## config.mk

```make
export PLATFORM = sky130hd
export DESIGN_NAME = framestore_responder
export DESIGN_NICKNAME = d
export VERILOG_FILES = /design/src/rtl/framestore_responder_pkg.sv /design/src/rtl/framestore_responder_wait_counter.sv /design/src/rtl/framestore_responder.sv
export SDC_FILE = /design/constraint.sdc
export NUM_CORES = 1
export LEC_CHECK = 0
export BUFFER_PORTS_ARGS = -buffer_cell sky130_fd_sc_hd__clkbuf_2
export CAP_MARGIN = 30
export CORE_MARGIN = 2
export CORE_UTILIZATION = 46
export CTS_BUF_LIST = sky130_fd_sc_hd__clkbuf_16
export CTS_CLUSTER_DIAMETER = 40
export DETAILED_ROUTE_END_ITERATION = 10
export PLACE_DENSITY = 0.79
export SYNTH_ARGS = -nofsm -noshare
export SYNTH_HDL_FRONTEND = slang
export SYNTH_HIERARCHICAL = 1
export SYNTH_SLANG_ARGS = --single-unit
```

## constraint.sdc

```tcl
create_clock -name clk -period 2.3 [get_ports clk]
set_clock_uncertainty 0.2 [all_clocks]
set_input_delay 0.115 -clock clk [delete_from_list [all_inputs] [get_ports clk]]
set_output_delay 0.115 -clock clk [all_outputs]
set_load 0.03 [all_outputs]
```

## src/rtl/framestore_responder_pkg.sv

```systemverilog
// Shared framestore definitions: address widths, responder state encoding and
// read/write encoding used by the edge-detector and display blocks.
package framestore_responder_pkg;

  localparam int DE_ADDR_W  = 18;
  localparam int MEM_ADDR_W = 16;

  typedef enum logic [1:0] {
    IDLE = 2'd0,
    MEM  = 2'd1,
    WAIT = 2'd2,
    ACK  = 2'd3
  } fs_state_t;

  typedef enum logic {
    RNW_WRITE = 1'b0,
    RNW_READ  = 1'b1
  } fs_rnw_t;

endpackage

```

## src/rtl/framestore_responder_wait_counter.sv

```systemverilog
// Wait-state down-counter: load presets the count, tick decrements it,
// done flags terminal count (zero).
module fs_wait_counter #(
  parameter int               WIDTH    = 4,
  parameter logic [WIDTH-1:0] LOAD_VAL = '0
) (
  input  logic clk,
  input  logic rst_n,
  input  logic load,
  input  logic tick,
  output logic done
);

  logic [WIDTH-1:0] count;

  always_ff @(posedge clk or negedge rst_n) begin
    if (!rst_n) begin
      count <= '0;
    end else if (load) begin
      count <= LOAD_VAL;
    end else if (tick && !done) begin
      count <= count - WIDTH'(1);
    end
  end

  assign done = (count == '0);

endmodule

```

## src/rtl/framestore_responder.sv

```systemverilog
// Framestore responder: serves drawing-engine word accesses onto a synchronous SRAM.
// Define FS_BOUNDS_CHECK_EN to block and flag accesses at or beyond FRAME_WORDS.
//
// state | meaning
// IDLE  | waiting for de_req; on request, strobe SRAM and latch request kind
// MEM   | SRAM samples the strobe; strobe released
// WAIT  | WAIT_CYCLES extra memory wait states (skipped when zero)
// ACK   | read data captured, de_ack raised for the following cycle
module framestore_responder
  import framestore_responder_pkg::*;
#(
  parameter int WAIT_CYCLES = 0,
  parameter int FRAME_WORDS = 65536
) (
  input  logic                  clk,
  input  logic                  rst_n,
  input  logic                  de_req,
  output logic                  de_ack,
  input  logic [DE_ADDR_W-1:0]  de_addr,
  input  logic [3:0]            de_nbyte,
  input  logic                  de_rnw,
  input  logic [31:0]           de_w_data,
  output logic [31:0]           de_r_data,
  output logic                  mem_en,
  output logic [3:0]            mem_we,
  output logic [MEM_ADDR_W-1:0] mem_addr,
  output logic [31:0]           mem_wdata,
  input  logic [31:0]           mem_rdata,
  output logic                  err
);

  localparam logic [3:0] WAIT_LOAD = (WAIT_CYCLES == 0) ? 4'd0 : 4'(WAIT_CYCLES - 1);

  fs_state_t             state, state_nx;
  fs_rnw_t               rnw_q, rnw_nx;
  logic                  oob_q, oob_nx;
  logic                  oob;
  logic                  wait_done;
  logic [MEM_ADDR_W-1:0] word;
  logic                  unused_addr_lsbs;

  logic                  de_ack_nx, mem_en_nx, err_nx;
  logic [3:0]            mem_we_nx;
  logic [MEM_ADDR_W-1:0] mem_addr_nx;
  logic [31:0]           mem_wdata_nx, r_data_nx;

  assign word             = de_addr[DE_ADDR_W-1:2];
  assign unused_addr_lsbs = ^de_addr[1:0];

`ifdef FS_BOUNDS_CHECK_EN
  localparam logic [MEM_ADDR_W:0] FRAME_LIMIT = (MEM_ADDR_W + 1)'(FRAME_WORDS);
  assign oob = ({1'b0, word} >= FRAME_LIMIT);
`else
  logic [31:0] unused_frame_words;
  assign unused_frame_words = FRAME_WORDS;
  assign oob = 1'b0;
`endif

  fs_wait_counter #(
    .WIDTH    (4),
    .LOAD_VAL (WAIT_LOAD)
  ) u_wait (
    .clk   (clk),
    .rst_n (rst_n),
    .load  (state == MEM),
    .tick  (state == WAIT),
    .done  (wait_done)
  );

  always_ff @(posedge clk or negedge rst_n) begin
    if (!rst_n) begin
      state     <= IDLE;
      rnw_q     <= RNW_READ;
      oob_q     <= 1'b0;
      de_ack    <= 1'b0;
      de_r_data <= '0;
      mem_en    <= 1'b0;
      mem_we    <= '0;
      mem_addr  <= '0;
      mem_wdata <= '0;
      err       <= 1'b0;
    end else begin
      state     <= state_nx;
      rnw_q     <= rnw_nx;
      oob_q     <= oob_nx;
      de_ack    <= de_ack_nx;
      de_r_data <= r_data_nx;
      mem_en    <= mem_en_nx;
      mem_we    <= mem_we_nx;
      mem_addr  <= mem_addr_nx;
      mem_wdata <= mem_wdata_nx;
      err       <= err_nx;
    end
  end

  always_comb begin
    state_nx = state;
    case (state)
      IDLE:    if (de_req) state_nx = MEM;
      MEM:     state_nx = (WAIT_CYCLES == 0) ? ACK : WAIT;
      WAIT:    if (wait_done) state_nx = ACK;
      ACK:     state_nx = IDLE;
      default: state_nx = IDLE;
    endcase
  end

  always_comb begin
    rnw_nx       = rnw_q;
    oob_nx       = oob_q;
    de_ack_nx    = 1'b0;
    mem_en_nx    = 1'b0;
    mem_we_nx    = '0;
    mem_addr_nx  = mem_addr;
    mem_wdata_nx = mem_wdata;
    r_data_nx    = de_r_data;
    err_nx       = err;
    case (state)
      IDLE: begin
        if (de_req) begin
          rnw_nx      = fs_rnw_t'(de_rnw);
          oob_nx      = oob;
          mem_addr_nx = word;
          mem_en_nx   = !oob;
          err_nx      = err | oob;
          if (fs_rnw_t'(de_rnw) == RNW_WRITE && !oob) begin
            mem_we_nx    = ~de_nbyte;
            mem_wdata_nx = de_w_data;
          end
        end
      end
      ACK: begin
        de_ack_nx = 1'b1;
        // Blocked reads return zero instead of whatever the SRAM port holds.
        if (rnw_q == RNW_READ) r_data_nx = oob_q ? '0 : mem_rdata;
      end
      default: ;
    endcase
  end

endmodule

```

==> summary.txt <==
Static Leak: 0.003048 uW
Core Util, Final: 75.24%
CTS tree: built
Antenna cells: 0
Area growth from synthesis to layout: 56.92%
Antenna-violating nets left: 0
Final Max Slew Viols: 0
Final setup violating endpoints: 0
Total number of vias: 2859
Critical Path AT: 2040 ps
Hpwl dp: 5849 um
Vias in the first global route: 3107
Die X: 94.21 um
Yosys warning total: 6
Dpl cell area: 4727 sq um
PwrDens: 1388 nW/um^2
# clock sinks: 93
Gpl congestion: 0.7512
Clock Latency Late Sink: 330 ps
Routed WL: 10030 um
Initial DRC count: 64
Final Cell Area: 5874 sq um
Core box area: 7807 sq um
Number of synthesized flops with an enable pin: 0
Max-capacitance violation count: 0
Initial antenna violation count: 0
Critical path type: flip-flop to flip-flop
Pin count of the biggest net entering global routing: 70
Post-Syn Area: 3744 sq um
RSZ-0062 raised after global routing: false
First-pass GRT wire length: 15520 um
CTS Buf Count: 9
Yosys reg bits: 93
Layout cells sized above 1: 56.74%
Worst Path Max Fanout: 19
Die H: 94.21 um
DR vias/cell: 4.773
Final WS setup: 327.3 ps
Clock slew at reported path FFs: 60 ps
Fmax: 0.5069 GHz
Yosys cell types: 25
Multi-input gate area: 1318 sq um
Hold Crit Class: primary input to asynchronous set/reset pin
Most used DFF post-synth: dfrtp_1
# IOs: 177
GRT Resource Usage Total: 23.15%
Mapped Nets: 322
Crit path time final: 1973 ps
Period Utilization, post-route: 85.77%
Post-synthesis cell count: 224
Post-place setup slack: 387.5 ps
First drt pass iteration count: 4
VDD IR max: 726.2 uV
Most frequent cells in the layout: clkbuf_2 (172), dfrtp_1 (92), dlygate4sd3_1 (88)
Crit. End Element: flip-flop
Synth async-reset ratio: 100.0%
IO Port Bufs: 173
Status: completed
Final net count: 590
FF/Latch Area: 2328 sq um
Initial Utilization: 47.95%
Core Rows: 32
Clk buf depth: 2
Setup TNS: 0 ps
Clk root buf: clkbuf_16
Post-synthesis sequential area ratio: 62.20%
Setup crit start kind: flip-flop
H-tree Lvls: 3
Congestion Overflow GR: 0
Fin Hold WS: 27.15 ps
Number of cells upsized or downsized after cts: 0
Die area: 8876 sq um
Most common cell after layout, fill and taps aside: clkbuf_2
Filler Cell Count: 479
Syn Area/Cell: 16.71 sq um
WP data required: 2360 ps
Drt wl/cell: 16.74 um
Final hold violation count: 0
DR DRC count: 0
flip-flops by register name (all words and copies together) (netlist names):
register      count
state             2
mem_en            1
mem_wdata        32
rnw_q             1
de_ack            1
mem_we            4
mem_addr         16
u_wait/count      4
de_r_data        32
per-layer routing:
layer  global-route usage, %  part of all wire [%]  vias to the layer above
li1                        -                     -                     1311
met1                   25.73                    39                     1394
met2                   41.07                    51                      133
met3                   6.742                   7.8                       21
met4                   10.02                   2.2                        0
met5                       0                     0                        -
cells in the mapped netlist (3+ instances only):
cell / count / area (sq um)
buf_2: 3 / 15.01
buf_6: 4 / 45.04
dfrtp_1: 92 / 2302
ha_1: 8 / 100.1
inv_1: 8 / 30.03
mux2_2: 56 / 630.6
mux2_4: 28 / 420.4
nand2_1: 3 / 11.26
nor2_1: 6 / 22.52
kinds of logic (layout without fill, tap and decap cells):
kind of cell | after synthesis | after routing | synth area share (%)
simple gates | 18 | 18 | 3.543
mux | 85 | 85 | 28.34
buf+inv | 16 | 289 | 2.607
compound gates | 3 | 3 | 0.5348
fa+ha+maj | 8 | 8 | 2.674
other cells | 1 | 1 | 0.1002
flops | 93 | 93 | 62.20
area by class of cell:
class / instances / area share, %
clock inverters: 7 / 0.7029
clock buffers: 9 / 3.834
multi-input cells: 115 / 22.43
well taps: 102 / 2.173
repair buffers: 265 / 30.71
inverters: 8 / 0.5112
flip-flops and latches: 93 / 39.64
per-stage QoR:
step | std cells | power, uW
after global placement | 495 | 6518
after floorplan | 224 | 5516
after global routing | 599 | 8565
after CTS | 599 | 8125
final | 599 | 8154
after detailed placement | 495 | 6657
path summary, 6_finish.rpt:
kind | start | endpoint | slack (ps) | depth (start not counted)
max | state[0] | mem_we[0] | 330 | 5
min | rst_n | mem_wdata[4] | 30 | 2
max reg2reg | state[0] | mem_we[0] | 330 | 5
min reg2reg | de_r_data[8] | de_r_data[8] | 310 | 1
max in group asynchronous | rst_n | rnw_q | 1180 | 3
min in group clk | de_req | mem_en | 50 | 3
power by group:
| part | switching, uW | internal (uW) |
|---|---|---|
| combinational | 2390 | 1560 |
| clock | 600 | 724 |
| sequential | 468 | 2410 |
| total | 3460 | 4700 |
worst max-delay path, cell delays in order, from the launching register on:
cell	delay, ps
dfrtp_1	420
inv_1	140
ha_1	230
nand2_4	170
nor3_1	180
dlygate4sd3_1	560
repair_timing:
action / 4_1_cts / 5_1_grt
setup buffers: 0 / 0
hold endpoints to repair: 177 / 0
hold buffers: 88 / 0
No activity file was read; power rests on OpenSTA's default activity.
